`src/rtl/step_pulse_gen.sv`:
```
// rtl/step_pulse_gen.sv - step/direction pulse generator with position and gated step counters
// Outputs are registered one cycle behind the state register, so DIR, STEP and busy move together.
module step_pulse_gen #(
  parameter int WIDTH_TR  = 16,
  parameter int PULSE_W   = 4,
  parameter int DIR_SETUP = 2,
  parameter int POS_W     = 32
) (
  input  logic                clk,
  input  logic                rst,
  input  logic                drv_en_TR,
  input  logic                dir_TR,
  input  logic                counter_en_TR,
  input  logic [WIDTH_TR-1:0] period_TR,
  output logic                step_out,
  output logic                dir_out,
  output logic                busy,
  output logic [POS_W-1:0]    pos_cnt,
  output logic [POS_W-1:0]    step_cnt
);

  typedef enum logic [1:0] {IDLE, SETUP, HIGH, LOW} state_t;

  localparam logic [WIDTH_TR-1:0] PW  = WIDTH_TR'(PULSE_W);
  localparam logic [WIDTH_TR-1:0] DS  = WIDTH_TR'(DIR_SETUP);
  localparam logic [WIDTH_TR-1:0] ONE = WIDTH_TR'(1);
  localparam logic [POS_W-1:0]    P1  = POS_W'(1);

  state_t              state, state_nx;
  logic [WIDTH_TR-1:0] per_q, per_nx, cnt, cnt_nx;
  logic                dir_q, dir_nx, cen_q;
  logic                go, boundary, first_high, cen_rise;

  always_comb begin
    state_nx = state;
    per_nx   = per_q;
    dir_nx   = dir_q;
    cnt_nx   = cnt + ONE;
    boundary = 1'b0;
    go       = drv_en_TR && (period_TR > PW);
    case (state)
      IDLE:  boundary = 1'b1;
      SETUP: if (cnt == DS - ONE) begin
               state_nx = HIGH;
               cnt_nx   = '0;
             end
      HIGH:  if (cnt == PW - ONE) begin
               state_nx = LOW;
               cnt_nx   = '0;
             end
      LOW:   if (cnt == per_q - PW - ONE) boundary = 1'b1;
      default: state_nx = IDLE;
    endcase
    // Inputs are only honoured at period boundaries so a pulse is never truncated.
    if (boundary) begin
      cnt_nx   = '0;
      state_nx = IDLE;
      if (go) begin
        per_nx = period_TR;
        if (dir_TR != dir_q) begin
          dir_nx   = dir_TR;
          state_nx = SETUP;
        end else begin
          state_nx = HIGH;
        end
      end
    end
  end

  assign first_high = (state == HIGH) && (cnt == '0);
  assign cen_rise   = counter_en_TR && !cen_q;

  always_ff @(posedge clk) begin
    if (!rst) begin
      state    <= IDLE;
      per_q    <= '0;
      cnt      <= '0;
      dir_q    <= 1'b0;
      cen_q    <= 1'b0;
      step_out <= 1'b0;
      dir_out  <= 1'b0;
      busy     <= 1'b0;
      pos_cnt  <= '0;
      step_cnt <= '0;
    end else begin
      state    <= state_nx;
      per_q    <= per_nx;
      cnt      <= cnt_nx;
      dir_q    <= dir_nx;
      cen_q    <= counter_en_TR;
      step_out <= (state == HIGH);
      dir_out  <= dir_q;
      busy     <= (state != IDLE);
      if (first_high)
        pos_cnt <= dir_q ? pos_cnt + P1 : pos_cnt - P1;
      if (cen_rise)
        step_cnt <= first_high ? P1 : '0;
      else if (first_high && counter_en_TR && (step_cnt != '1))
        step_cnt <= step_cnt + P1;
    end
  end

endmodule
```
`config.mk`:
```
export PLATFORM = sky130hd
export DESIGN_NAME = step_pulse_gen
export DESIGN_NICKNAME = d
export VERILOG_FILES = /design/src/rtl/step_pulse_gen.sv
export SDC_FILE = /design/constraint.sdc
export NUM_CORES = 1
export LEC_CHECK = 0
export BUFFER_PORTS_ARGS = -buffer_cell sky130_fd_sc_hd__buf_2
export CAP_MARGIN = 20
export CELL_PAD_IN_SITES_DETAIL_PLACEMENT = 1
export CELL_PAD_IN_SITES_GLOBAL_PLACEMENT = 1
export CORE_ASPECT_RATIO = 0.9
export CORE_MARGIN = 1.5
export CORE_UTILIZATION = 31
export CTS_CLUSTER_DIAMETER = 80
export CTS_CLUSTER_SIZE = 28
export DETAILED_ROUTE_END_ITERATION = 8
export GPL_TIMING_DRIVEN = 0
export PLACE_DENSITY = 0.67
export SLEW_MARGIN = 20
export SYNTH_ARGS = -nofsm -noshare
export SYNTH_HDL_FRONTEND = slang
export SYNTH_SLANG_ARGS = --single-unit
```
`constraint.sdc`:
```
create_clock -name clk -period 3.85 [get_ports clk]
set_clock_uncertainty 0.05 [all_clocks]
set_input_delay 0.385 -clock clk [delete_from_list [all_inputs] [get_ports clk]]
set_output_delay 0.385 -clock clk [all_outputs]
set_load 0.005 [all_outputs]
```
# Word-level counts from Yosys, hierarchy flattened
# Cells that the tools add are included.
dict set report classes {
  add_sub_neg 6
  muxes 15
  bitwise_logic 1
  eq_ne 10
  magnitude_cmp 1
  reduce_logical 15
}
# operator n
set ops {}
lappend ops {{$mux 32} 3}
lappend ops {{$add 32x1->32 const B} 2}
lappend ops {{$mux 16} 2}
lappend ops {{$ne 32x32->1 const B} 1}
lappend ops {{$pmux 16 s2} 1}
lappend ops {{$sub 32x1->32 const B} 1}
lappend ops {{$add 16x1->16 const B} 1}
lappend ops {{$eq 16x1->1 const B} 1}
lappend ops {{$eq 16x16->1} 1}
lappend ops {{$eq 16x2->1 const B} 1}
lappend ops {{$gt 16x3->1 const B} 1}
lappend ops {{$logic_not 16->1} 1}
lappend ops {{$sub 16x1->16 const B} 1}
lappend ops {{$sub 16x3->16 const B} 1}
lappend ops {{$mux 2} 5}
lappend ops {{$ne 3x3->1 const B} 2}
lappend ops {{$reduce_and 3->1} 2}
lappend ops {{$logic_and 1x1->1} 5}
lappend ops {{$eq 2x2->1 const B} 2}
lappend ops {{$pmux 2 s2} 1}
lappend ops {{$reduce_bool 2->1} 2}
lappend ops {{$reduce_bool 3->1} 1}
lappend ops {{$eq 2x1->1 const B} 1}
lappend ops {{$logic_not 2->1} 1}
lappend ops {{other kinds (7)} 8}
dict set report word_totals {
  inputBits 21
  output_inout_bits 67
  wordCells 58
  register_bits 103
}

# Depth between registers and ports, before layout
dict set report logic_depth {
  word_depth 7
  ltp_mapped 12
  mapped_depth_nobuf 10
}

# Worst setup path before layout
# Ideal clock, no wire load.
dict set report synth_path {
  kind {register -> register}
  startpoint {register dir_q}
  endpoint {register pos_cnt[31]}
  path_buffers 1
  period_less_slack_ns 3.357
  setup_ns 0.072
  arrival_ns 3.235
  path_slack_ns 0.493
  path_stages_with_launch 12
  path_cell_list {dfxtp_1 inv_1 ha_1 clkbuf_1 a21oi_1 o211ai_1 a211oi_1 o211ai_1 or3_1 a221oi_1 mux2i_1 mux2i_1}
}
dict set report synth_via {
  elab_chain_cells 1
}
# item line_no
set synth_lines {}
lappend synth_lines {{from (decl)} 31} ;# logic dir_q, dir_nx, cen_q;
lappend synth_lines {{from (signal assigned)} 89} ;# dir_q <= dir_nx;
lappend synth_lines {{$mux 32} 95} ;# pos_cnt <= dir_q ? pos_cnt + P1 : pos_cnt - P1;
lappend synth_lines {{to (signal assigned)} 95}
lappend synth_lines {{to (decl)} 18} ;# output logic [POS_W-1:0] pos_cnt,
# Every way passes these cells.
# A chain may end at the register's enable or synchronous reset.

# Worst setup path in the final report
dict set report layout_path {
  startpoint {register dir_q}
  endpoint {register pos_cnt[29]}
}
# Same word-level chain as after synthesis.

==> impl_metrics.ini <==
[run_status]
status = complete, no violations

[grt]
grt_usage_pct = 18.0
grt-ovfl-total = 0
antenna_found_initial = 0
grt_max_degree = 33
grt_pass1_vias = 6058
grt_first_pass_wirelength_mm = 31.1

[critical_path]
ff2ff_path_depth = 11
crit_top_cell = o21ai_0
crit_chain = inv_4, ha_1, clkbuf_1, nand3_1, or4b_2, a211o_1, o211ai_1, o41ai_1, o21ai_0, xnor2_1, o21ai_0
critPathMaxFanout = 32
worstSetupPathType = register to register
max_stage_delay_ns = 0.66
cp-start-kind = register
crit_arrival_ns = 3.74
slowest_stage = or4b_2
endpoint_kind = register
critPathRequiredTime_ns = 4.04

[placed_design]
hpwl_mm = 14.2
dp.cells = 1146
numPortBuffers = 87
place_congestion = 0.815
dpl-instance-area_um2 = 7130

[timing]
period_needed_ns = 3.55
hold_ws_ns = 0.233
slew-limit-headroom_pct = 42.4
slew_violations = 0
tightest_slew_ns = 0.858
hold_violations = 0
clock.fmax_ghz = 0.282
rsz0062_at_grt = false
period_share_pct = 92.1
setup_tns_ns = 0
setup_viol = 0

[synth]
synth_compound_area_share_pct = 14.3
synth_area_per_cell_um2 = 7.93
synth_fp_nets = 865
synth_ff_type = dfxtp_1
post_synth_instance_area_um2 = 6370
synthAdderAreaFrac_pct = 7.97
async_flop_share_pct = 0
synth_top_cells_by_count = nand2_1, dfxtp_1, nor2_1
synth.most_common_cell = nand2_1
netlist.area_leader.share_pct = 32.4
synth_edf_count = 0
syn_inst = 804
synth_top_family_by_area = simple AND/OR/NAND/NOR gates
ys_top_cells_by_area = dfxtp_1, ha_1, nand2_1, xor2_1, xnor2_1
synth_largest_area_cell = dfxtp_1
synth-seq-area-share_pct = 32.4
yosys.area_share.xor_xnor_pct = 11.8
yosysWarnings = 0
synthMuxAreaShare_pct = 3.63
synthSimpleGateAreaFrac_pct = 26.1
yosys.cell_types.count = 61
postSynthRegisterBits = 103

[power]
power_frac_clock_pct = 16.2
switching_power_w = 0.00259
intPower_w = 0.00324
p_sw_share_pct = 44.4
pwr-share-comb_pct = 58.8
power_frac_seq_pct = 25.0
ir_drop_mv = 0.337
p_leak_nw = 3.09
power_density_nw_per_um2 = 786

[layout]
fin_cells = 1162
drive_above_1_share_pct = 13.2
design_area_um2 = 7420
syn_to_final_growth_pct = 16.5
n_antenna_cell = 0
n_fill_cell = 2478
nNetsFinal = 963

[routing]
viasPerCell = 5.11
vias = 5943
drt-initial-drc-count = 198
drc = 0
first_pass_iters = 4
routedWlPerCell_um = 16.0
routed_wl_mm = 18.6
antenna_left = 0

[clock_network]
numCtsBuffers = 9
clk_pin_slew_ns = 0.07
cts_resized = 0
clock_path_buffers = 2
postCtsSetupBuffers = 0
cts_htree_levels = 3
clk_latency_ns = 0.36
hold_buffers = 0
clock_sinks = 103
cts_root_buf = clkbuf_16
cts_tree = built

[floorplanning]
dieArea_um2 = 21400
die_x_um = 154
rows = 49
core-area_um2 = 20000
start_util_pct = 31.8
top_level_ports = 88
fp.dieH_um = 139

[run]
drv_cap = 0

[worst_hold_path]
hold_class = input pin to register
hold_path_depth = 3
[cell type report]
cell class | instances | area [µm²] | area share (%)
clock inverters | 4 | 45.0 | 0.607
well taps | 255 | 319 | 4.30
clock buffers | 12 | 246 | 3.32
multi-input cells | 642 | 4070 | 54.8
inverters | 27 | 104 | 1.40
flip-flops and latches | 103 | 2060 | 27.8
plain buffers | 32 | 141 | 1.90
repair buffers | 87 | 435 | 5.87
[worst max-delay path: cells and delay by family (launching register included)]
family / cells / cell delay (ns)
adders and majority gates: 1 / 0.33
AOI/OAI and AO/OA: 5 / 1.05
DFF: 1 / 0.43
and+or+nand+nor: 2 / 0.91
buffers and inverters: 2 / 0.46
xor gates and xnor gates: 1 / 0.16
[cell usage in the layout, fill, tap and decap left out, types with 5 or more instances in the layout]
cell / count
dfxtp_1: 103
xnor2_1: 41
clkbuf_1: 26
a211oi_1: 7
nand2b_1: 5
o21ai_0: 22
nand2_1: 120
inv_1: 26
nor3_1: 12
a21oi_1: 50
o211ai_1: 8
xor2_1: 45
and2_1: 6
o21bai_1: 5
nand3b_1: 6
clkbuf_16: 9
a31oi_1: 7
nor4_1: 7
mux2i_1: 22
ha_1: 39
a21o_1: 11
nand4_1: 16
nor2_1: 87
nand3_1: 49
and4_1: 6
buf_2: 89
or3_1: 8
and3_1: 14
[stage by stage]
| step | power, W | util [%] | setup slack, ns |
|---|---|---|---|
| CTS | 0.00589 | 37.0 | 0.0661 |
| global route | 0.00636 | 37.0 | 0.0436 |
| global placement | 0.00487 | 35.6 | -0.388 |
| finish | 0.00583 | 37.0 | 0.303 |
| detailed placement | 0.00490 | 35.6 | 0.115 |
| floorplan | 0.00404 | - | 0.493 |
[logic make-up after synthesis]
kind of cell	Yosys count
and+or+nand+nor	352
AOI/OAI and AO/OA	141
DFF	103
xor gates and xnor gates	86
buffers and inverters	59
adders and majority gates	40
muxes	23
[power groups by stage]
stage,Clock (W),Combinational [W],Sequential [W]
4_1_cts,0.000982,0.00345,0.00146
3_5_place_dp,0,0.00342,0.00148
6_report,0.000944,0.00343,0.00146
2_1_floorplan,0,0.00260,0.00144
3_3_place_gp,0,0.00338,0.00148
5_1_grt,0.00102,0.00385,0.00149
[state kept, by name, summed over array words and instances, names as in the netlist]
name / cells
busy: 1
cen_q: 1
state: 2
cnt: 16
dir_out: 1
step_cnt: 32
per_q: 16
pos_cnt: 32
step_out: 1
dir_q: 1
[per-layer routing]
metal	up-vias	track usage (%)	routed length (µm)
met2	58	30.9	8940
li1	3015	-	-
met4	0	3.99	191
met5	-	0	0
met3	13	3.50	465
met1	2857	23.2	9040
[path summary, 6_finish.rpt]
path                              startpoint     endpoint  slack (ns)
worst max register to register         dir_q  pos_cnt[29]        0.30
worst max-delay path                   dir_q  pos_cnt[29]        0.30
worst min register to register    pos_cnt[3]   pos_cnt[3]        0.42
worst min-delay path            period_TR[4]     per_q[4]        0.23
(Power assumes the default switching activity.)
